File: config.mk
export PLATFORM = sky130hd
export DESIGN_NAME = sr_ext_seq
export DESIGN_NICKNAME = d
export VERILOG_FILES = /design/src/rtl/sr_ext_seq_pkg.sv /design/src/rtl/sr_ext_timer.sv /design/src/rtl/sr_ext_seq.sv
export SDC_FILE = /design/constraint.sdc
export NUM_CORES = 1
export LEC_CHECK = 0
export ABC_AREA = 1
export CORE_MARGIN = 1.5
export CORE_UTILIZATION = 35
export CTS_BUF_LIST = sky130_fd_sc_hd__clkbuf_16
export DETAILED_ROUTE_END_ITERATION = 8
export HOLD_SLACK_MARGIN = 0.03
export PLACE_DENSITY = 0.66
export SLEW_MARGIN = 5
export SYNTH_ARGS = -nofsm -noshare
export SYNTH_HDL_FRONTEND = slang
export SYNTH_SLANG_ARGS = --single-unit
File: constraint.sdc
create_clock -name clk_i -period 2.3 [get_ports clk_i]
set_clock_uncertainty 0.15 [all_clocks]
set_input_delay 0.575 -clock clk_i [delete_from_list [all_inputs] [get_ports clk_i]]
set_output_delay 0.575 -clock clk_i [all_outputs]
set_load 0.05 [all_outputs]
File: src/rtl/sr_ext_seq_pkg.sv
// Shared definitions for the ALU_EXT launch sequencer: FSM encoding,
// default timeout and the opcode the decoder matches for ALU_EXT.
package sr_ext_seq_pkg;

  localparam int TIMEOUT_CYCLES_DEF = 64;
  localparam logic [6:0] ALU_EXT = 7'b0001011;

  typedef enum logic [1:0] {
    ST_IDLE   = 2'd0,
    ST_LAUNCH = 2'd1,
    ST_WAIT   = 2'd2,
    ST_WRITE  = 2'd3
  } state_t;

  // Counter value at which the last permitted WAIT cycle is reached.
  function automatic logic [7:0] timer_limit(input int cycles);
    return 8'(cycles - 1);
  endfunction

endpackage

File: src/rtl/sr_ext_timer.sv
// 8-bit saturating cycle counter with synchronous clear, count enable and
// a flag that is high while the count equals LIMIT.
module sr_ext_timer #(
  parameter logic [7:0] LIMIT = 8'd63
) (
  input  logic clk_i,
  input  logic rst_i,
  input  logic clear_i,
  input  logic en_i,
  output logic limit_o
);

  logic [7:0] count;

  always_ff @(posedge clk_i) begin
    if (rst_i || clear_i) begin
      count <= 8'd0;
    end else if (en_i && (count != 8'hff)) begin
      count <= count + 8'd1;
    end
  end

  assign limit_o = (count == LIMIT);

endmodule

File: src/rtl/sr_ext_seq.sv
// Sequences one ALU_EXT instruction: latch operands, pulse the ALU start,
// wait for busy to fall (or time out), then write the result back once.
module sr_ext_seq
  import sr_ext_seq_pkg::*;
#(
  parameter int TIMEOUT_CYCLES = TIMEOUT_CYCLES_DEF,
  parameter bit WB_ON_TIMEOUT  = 1'b1
) (
  input  logic        clk_i,
  input  logic        rst_i,
  input  logic        ext_req_i,
  input  logic [31:0] srcA_i,
  input  logic [31:0] srcB_i,
  input  logic [4:0]  rd_i,
  input  logic        alu_busy_i,
  input  logic [31:0] alu_result_i,
  output logic        alu_start_o,
  output logic [31:0] alu_srcA_o,
  output logic [31:0] alu_srcB_o,
  output logic        alu_ext_sel_o,
  output logic        stall_o,
  output logic        wb_valid_o,
  output logic [4:0]  wb_rd_o,
  output logic [31:0] wb_data_o,
  output logic        timeout_o,
  output state_t      state_o
);

  state_t      state, state_next;
  logic [31:0] src_a_q, src_b_q, result_q;
  logic [4:0]  rd_q;
  logic        load, capture, clear_result, at_limit, in_flight;

  sr_ext_timer #(
    .LIMIT (timer_limit(TIMEOUT_CYCLES))
  ) u_timer (
    .clk_i   (clk_i),
    .rst_i   (rst_i),
    .clear_i (state == ST_LAUNCH),
    .en_i    (state == ST_WAIT),
    .limit_o (at_limit)
  );

  // A request in IDLE waits while busy is still high: after a reset in WAIT
  // the ALU keeps draining the abandoned operation.
  always_comb begin
    state_next   = state;
    load         = 1'b0;
    capture      = 1'b0;
    clear_result = 1'b0;
    timeout_o    = 1'b0;
    case (state)
      ST_IDLE: begin
        if (ext_req_i && !alu_busy_i) begin
          load       = 1'b1;
          state_next = ST_LAUNCH;
        end
      end
      ST_LAUNCH: state_next = ST_WAIT;
      ST_WAIT: begin
        if (!alu_busy_i) begin
          capture    = 1'b1;
          state_next = ST_WRITE;
        end else if (at_limit) begin
          timeout_o    = 1'b1;
          clear_result = 1'b1;
          state_next   = WB_ON_TIMEOUT ? ST_WRITE : ST_IDLE;
        end
      end
      ST_WRITE: state_next = ST_IDLE;
      default:  state_next = ST_IDLE;
    endcase
  end

  always_ff @(posedge clk_i) begin
    if (rst_i) begin
      state    <= ST_IDLE;
      src_a_q  <= 32'd0;
      src_b_q  <= 32'd0;
      rd_q     <= 5'd0;
      result_q <= 32'd0;
    end else begin
      state <= state_next;
      if (load) begin
        src_a_q <= srcA_i;
        src_b_q <= srcB_i;
        rd_q    <= rd_i;
      end
      if (capture) begin
        result_q <= alu_result_i;
      end else if (clear_result) begin
        result_q <= 32'd0;
      end
    end
  end

  assign in_flight     = (state == ST_LAUNCH) || (state == ST_WAIT);
  assign alu_start_o   = (state == ST_LAUNCH);
  assign alu_ext_sel_o = in_flight;
  assign alu_srcA_o    = in_flight ? src_a_q : srcA_i;
  assign alu_srcB_o    = in_flight ? src_b_q : srcB_i;
  // Stall drops in WRITE so the instruction retires on the writeback cycle.
  assign stall_o       = in_flight || ((state == ST_IDLE) && ext_req_i);
  assign wb_valid_o    = (state == ST_WRITE);
  assign wb_rd_o       = wb_valid_o ? rd_q : 5'd0;
  assign wb_data_o     = wb_valid_o ? result_q : 32'd0;
  assign state_o       = state;

endmodule

==> results.sh, run 1 <==
export IMPL_top_layer="met4"
export IMPL_grt_pass1_wl_mm=29.1
export IMPL_layout_drive_gt1_share=0.400
export IMPL_critical_path_required_ns=1.57
export IMPL_critical_path_buf_inv_count=5
export IMPL_cts_buffer_depth=2
export IMPL_finalSetupViolCount=86
export IMPL_crit_path_end_kind="primary output"
export IMPL_cp_common_cell="buf_12"
export IMPL_tightest_slew_ns=0.523
export IMPL_drtIter0Drc=345
export IMPL_crit_fanout=14
export IMPL_syn_cell_area_sq_um=5540
export IMPL_synth_seq_cells=111
export IMPL_wl_mm=18.8
export IMPL_drtAntennaViolNets=0
export IMPL_die_width_um=129
export IMPL_clk_latency_ns=0.35
export IMPL_synth_avg_cell_area_sq_um=6.70
export IMPL_die_y_um=129
export IMPL_crit_path_cell_trace="inv_4, ha_4, buf_12, inv_12, buf_12, nand2_1, nand2_4, buf_8"
export IMPL_synth_cell_types=24
export IMPL_tns_ns=-8.18
export IMPL_max_freq_mhz=410
export IMPL_antenna_found_initial=0
export IMPL_cts_buffers_inserted=9
export IMPL_multi_input_area_sq_um=3620
export IMPL_gp_congestion=0.764
export IMPL_gr_total_overflow=0
export IMPL_portBuffers=212
export IMPL_core_area_sq_um=15300
export IMPL_avgRoutedWirePerCell_um=14.9
export IMPL_leakage_nw=4.38
export IMPL_path_clk_slew_ns=0.07
export IMPL_met2_length_mm=9.05
export IMPL_drt_met1_wl_mm=8.02
export IMPL_dpl_worst_slack_ns=0.00878
export IMPL_crit_arrival_ns=1.72
export IMPL_dieArea_sq_um=16600
export IMPL_grt_start_max_net_pins=72
export IMPL_drtPass1Iterations=5
export IMPL_rsz0062_at_grt="yes"
export IMPL_n_antenna_cell=0
export IMPL_layout_nets=1158
export IMPL_grt_usage=0.222
export IMPL_nFillCells=1237
export IMPL_finalCritPeriodShare=1.06
export IMPL_status="finished, violations left"
export IMPL_cts_tree="built"
export IMPL_cts_sinks=111
export IMPL_synth_nets=938
export IMPL_powerDensity_nw_per_um2=1480
export IMPL_total_power_w=0.0154
export IMPL_fin_util=0.677
export IMPL_crit_family="buffers and inverters"
export IMPL_finalHoldViolations=0
export IMPL_wl_met3_mm=1.52
export IMPL_ir_drop_v=0.00123
export IMPL_final_cell_mix="nand2_1, nor2_1, dfxtp_1"
export IMPL_layout_commonest_cell="nand2_1"
export IMPL_drc=0
export IMPL_period_needed_ns=2.44
export IMPL_h_tree_depth=3
export IMPL_max_stage_delay_ns=0.36
export IMPL_pin_count=213
export IMPL_cpMaxStageDelayCell="dfxtp_4"
export IMPL_via_per_inst=4.77
export IMPL_slew_viol_final=0
export IMPL_crit_type="flip-flop to primary output"
export IMPL_syn2layout_area_growth_pct=86.9
export IMPL_vias=6025
export IMPL_seq_area_frac_synth=0.401
export IMPL_fin_hold_ws_ns=0.294
export IMPL_worst_hold_path_type="input pin to flip-flop"
export IMPL_rows=45
export IMPL_violations="setup timing"
export IMPL_initial_utilization=0.362
export IMPL_rrSetupSlack_ns=0.45
export IMPL_max_slew_margin=0.651
export IMPL_ys_warn_count=0
export IMPL_drv_cap=0
export IMPL_cp_start_kind="flip-flop"
export IMPL_grt_pass1_vias=5790
export IMPL_syn_instance_count=827
export IMPL_cts_root_buf="clkbuf_16"
export IMPL_fin_ws_ns=-0.141
export IMPL_place_hpwl_mm=11.3
export IMPL_regArea_sq_um=2230
metrics by stage:
step / area (sq um) / std cells
2_1_floorplan: 6160 / 827
3_3_place_gp: 8760 / 1220
3_5_place_dp: 8760 / 1220
4_1_cts: 9930 / 1249
5_1_grt: 10400 / 1263
6_report: 10400 / 1263
registers in the layout, summed over array words and instances, names as in the netlist:
signal,cells
src_b_q,32
result_q,32
src_a_q,32
u_timer.count,8
rd_q,5
state_o,2
final timing paths:
check | startpoint | end | cells past startpoint
worst min register to register | result_q[17] | result_q[17] | 2
worst max register to register | state_o[0] | result_q[0] | 9
worst min-delay path | rst_i | result_q[21] | 2
worst max-delay path | state_o[1] | alu_srcA_o[7] | 8
logic make-up after synthesis:
group,Yosys count,synth area share
AND/OR/NAND/NOR,490,0.378
adder cells (fa/ha/maj),6,0.0135
AO/OA/AOI/OAI,109,0.118
buffers and inverters,108,0.0853
XOR/XNOR,3,0.00474
flip-flops,111,0.401
where the power goes:
| group | total [W] | switching [W] | internal [W] |
|---|---|---|---|
| Sequential | 0.00246 | 0.000211 | 0.00224 |
| Combinational | 0.0113 | 0.00653 | 0.00479 |
| Clock | 0.00159 | 0.000750 | 0.000840 |
| Total | 0.0154 | 0.00749 | 0.00787 |
final cells by class:
| class | count | area share |
|---|---|---|
| repair buffers | 261 | 0.349 |
| multi-input cells | 608 | 0.349 |
| clock inverters | 7 | 0.00616 |
| flip-flops and latches | 111 | 0.215 |
| well taps | 211 | 0.0255 |
| inverters | 56 | 0.0332 |
| clock buffers | 9 | 0.0217 |
routing by layer:
layer	up-vias	GRT usage
li1	2999	-
met1	2806	0.276
met2	202	0.374
met3	18	0.0628
met4	0	0.0661
met5	-	0
Yosys cell counts:
library cell  instances  area share
a21oi_1               9      0.0081
a21oi_2              29       0.046
buf_1                13      0.0088
buf_2                12       0.011
buf_4                 4      0.0054
buf_6                 5       0.010
clkbuf_1             18       0.012
dfxtp_1             111        0.40
ha_1                  6       0.014
inv_1                51       0.035
inv_2                 5      0.0034
nand2_1             290        0.20
nand2_2               3      0.0034
nand3_1               8      0.0072
nand3_2              29       0.052
nand3b_1              1      0.0014
nand4_1               1      0.0011
nand4_4               1      0.0038
nor2_1              154        0.10
nor2_4                2      0.0041
nor2_8                1      0.0036
o21ai_0              70       0.063
o21ai_1               1     0.00090
xor2_1                3      0.0047
repair_timing:
action	in CTS	in global routing
resized for setup	187	66
setup buffers	6	5
hold buffers	0	0
pin swaps	1	24
gates cloned	7	9
setup endpoints to repair	78	104
Power figures use the tool's default switching activity.
==> run 2: changes to the inputs <==
--- a/config.mk
+++ b/config.mk
@@ -6,7 +6,7 @@
 export NUM_CORES = 1
 export LEC_CHECK = 0
 export ABC_AREA = 1
-export CORE_MARGIN = 1.5
+export CORE_MARGIN = 2
 export CORE_UTILIZATION = 35
 export CTS_BUF_LIST = sky130_fd_sc_hd__clkbuf_16
 export DETAILED_ROUTE_END_ITERATION = 8
==> run 2 against run 1 <==
Total power is 5.5% lower; fmax is 1.2% higher; register-to-register slack hardly changed; cell count is 0.40% lower; sequential power hardly changed; sequential share of layout area is 0.36 points higher; core utilization is 2.6 points lower; the flow still finishes with violations (setup timing); die area is 1.6% higher.
==> results.sh, run 2 (same netlist as run 1, synthesis figures left out) <==
export IMPL_status="finished, violations left"
export IMPL_violations="setup timing"
export IMPL_power_frac_comb=0.710
export IMPL_cts_buffer_depth=2
export IMPL_multi_input_area_sq_um=3700
export IMPL_sw_frac_of_total=0.501
export IMPL_finalHoldViolations=0
export IMPL_path_clk_slew_ns=0.08
export IMPL_ir_drop_v=0.00114
export IMPL_h_tree_depth=3
export IMPL_cp_start_kind="flip-flop"
export IMPL_antenna_found_initial=1
export IMPL_intPower_w=0.00724
export IMPL_die_y_um=130
export IMPL_critical_path_buf_inv_count=4
export IMPL_clockPowerShare=0.120
export IMPL_p_sw_w=0.00728
export IMPL_layout_commonest_cell="nor2_1"
export IMPL_drtPass1Iterations=4
export IMPL_drv_cap=0
export IMPL_dieArea_sq_um=16900
export IMPL_cts_tree="built"
export IMPL_layout_nets=1147
export IMPL_cts_buffers_inserted=9
export IMPL_fin_ws_ns=-0.111
export IMPL_vias=5931
export IMPL_wl_mm=18.3
export IMPL_via_per_inst=4.71
export IMPL_pin_count=213
export IMPL_core_area_sq_um=15700
export IMPL_dpl_worst_slack_ns=0.0224
export IMPL_drc=0
export IMPL_max_freq_mhz=415
export IMPL_worst_hold_path_type="flip-flop to flip-flop"
export IMPL_crit_path_end_kind="primary output"
export IMPL_cts_root_buf="clkbuf_16"
export IMPL_drtAntennaViolNets=0
export IMPL_die_width_um=130
export IMPL_crit_path_cell_trace="inv_4, ha_4, buf_12, clkbuf_16, nand2_2, nand2_4, buf_8"
export IMPL_grt_pass1_wl_mm=28.7
export IMPL_drtIter0Drc=318
export IMPL_period_needed_ns=2.41
export IMPL_portBuffers=212
export IMPL_crit_end="alu_srcA_o[27]"
export IMPL_grt_start_max_net_pins=72
export IMPL_rows=46
export IMPL_cpMaxStageDelayCell="dfxtp_4"
export IMPL_leakage_nw=4.43
export IMPL_grt_util_met3=0.0541
export IMPL_busiest_layer="met2"
export IMPL_finalCritPeriodShare=1.05
export IMPL_slew_viol_final=0
export IMPL_crit_arrival_ns=1.69
export IMPL_place_area_sq_um=8800
export IMPL_clk_latency_ns=0.35
export IMPL_layout_drive_gt1_share=0.405
export IMPL_gp_congestion=0.814
export IMPL_final_cell_mix="nor2_1, nand2_1, dfxtp_1"
export IMPL_syn2layout_area_growth_pct=83.9
export IMPL_rr_endpoint="result_q[1]"
export IMPL_crit_family="buffers and inverters"
export IMPL_critical_path_required_ns=1.57
export IMPL_grt_usage=0.214
export IMPL_met1_usage=0.277
export IMPL_crit_fanout=6
export IMPL_tightest_slew_ns=0.520
export IMPL_worstReg2RegStart="state_o[0]"
export IMPL_initial_utilization=0.354
export IMPL_seqPwrFrac=0.170
export IMPL_max_stage_delay_ns=0.36
export IMPL_top_regs="result_q (32), src_a_q (32), src_b_q (32)"
export IMPL_finalSetupViolCount=94
export IMPL_nFillCells=1344
export IMPL_gr_total_overflow=0
export IMPL_crit_type="flip-flop to primary output"
export IMPL_finalInstanceArea_sq_um=10200
export IMPL_regArea_sq_um=2230
export IMPL_met2_usage=0.349
export IMPL_place_hpwl_mm=11.4
export IMPL_rrSetupSlack_ns=0.44
export IMPL_max_slew_margin=0.654
export IMPL_cts_sinks=111
export IMPL_worstRegToRegCells=9
export IMPL_setup_worst_path_start="state_o[0]"
export IMPL_worst_path_stages=7
export IMPL_powerDensity_nw_per_um2=1420
export IMPL_rsz0062_at_grt="yes"
export IMPL_avgRoutedWirePerCell_um=14.6
export IMPL_grt_pass1_vias=5645
run 2: cell type report:
| cell class | instances | share of cell area |
|---|---|---|
| Antenna cell | 1 | 0.000245 |
| Tap cell | 216 | 0.0265 |
| Timing Repair Buffer | 250 | 0.327 |
| Sequential cell | 111 | 0.219 |
| Clock inverter | 7 | 0.00994 |
| Multi-Input combinational cell | 608 | 0.363 |
| Inverter | 56 | 0.0328 |
| Clock buffer | 9 | 0.0221 |
run 2: how the worst min path moves through the flow:
stage,from,endpoint,slack (ns),cells after the start
floorplan,result_q[10],result_q[10],0.30,2
global placement,result_q[4],result_q[4],0.31,2
detailed placement,result_q[13],result_q[13],0.32,2
CTS,result_q[29],result_q[29],0.33,2
global route,result_q[20],result_q[20],0.36,2
finish,result_q[31],result_q[31],0.34,2
run 2: per-layer routing:
layer / vias up / wire length (um)
met5: - / 0
met4: 0 / 395
met3: 24 / 1300
met2: 196 / 8700
met1: 2736 / 7930
li1: 2975 / -
run 2: worst reg2reg max path: stages, from the launching register on:
cell and delay (ns):
dfxtp_4 0.36, inv_4 0.04, buf_4 0.14, ha_4 0.17, nand2_2 0.06, inv_2 0.05, nand4_4 0.10, buf_4 0.44
nand3_1 0.14, a21oi_1 0.15
run 2: through the flow:
stage	total power [W]	setup TNS, ns	util	hold WS (ns)	cells
after floorplan	0.00808	-0.453	-	0.301	827
after global placement	0.0104	0	0.562	0.311	1225
after detailed placement	0.0105	0	0.562	0.315	1225
after CTS	0.0142	-9.43	0.634	0.329	1254
after global routing	0.0152	-13.23	0.651	0.357	1257
final	0.0145	-7.03	0.651	0.336	1258
run 2: what timing repair did:
action,CTS,global route
gates resized for setup,160,65
setup endpoints to repair,96,104
hold buffers,0,0
buffers inserted,5,2
gates cloned,8,1
pin swaps,8,15
run 2: power by group through the flow:
stage	sequential (W)	combinational, W	clock (W)
CTS	0.00242	0.00998	0.00178
global route	0.00250	0.0108	0.00186
floorplan	0.00248	0.00560	0
global placement	0.00244	0.00798	0
detailed placement	0.00245	0.00802	0
finish	0.00246	0.0103	0.00174
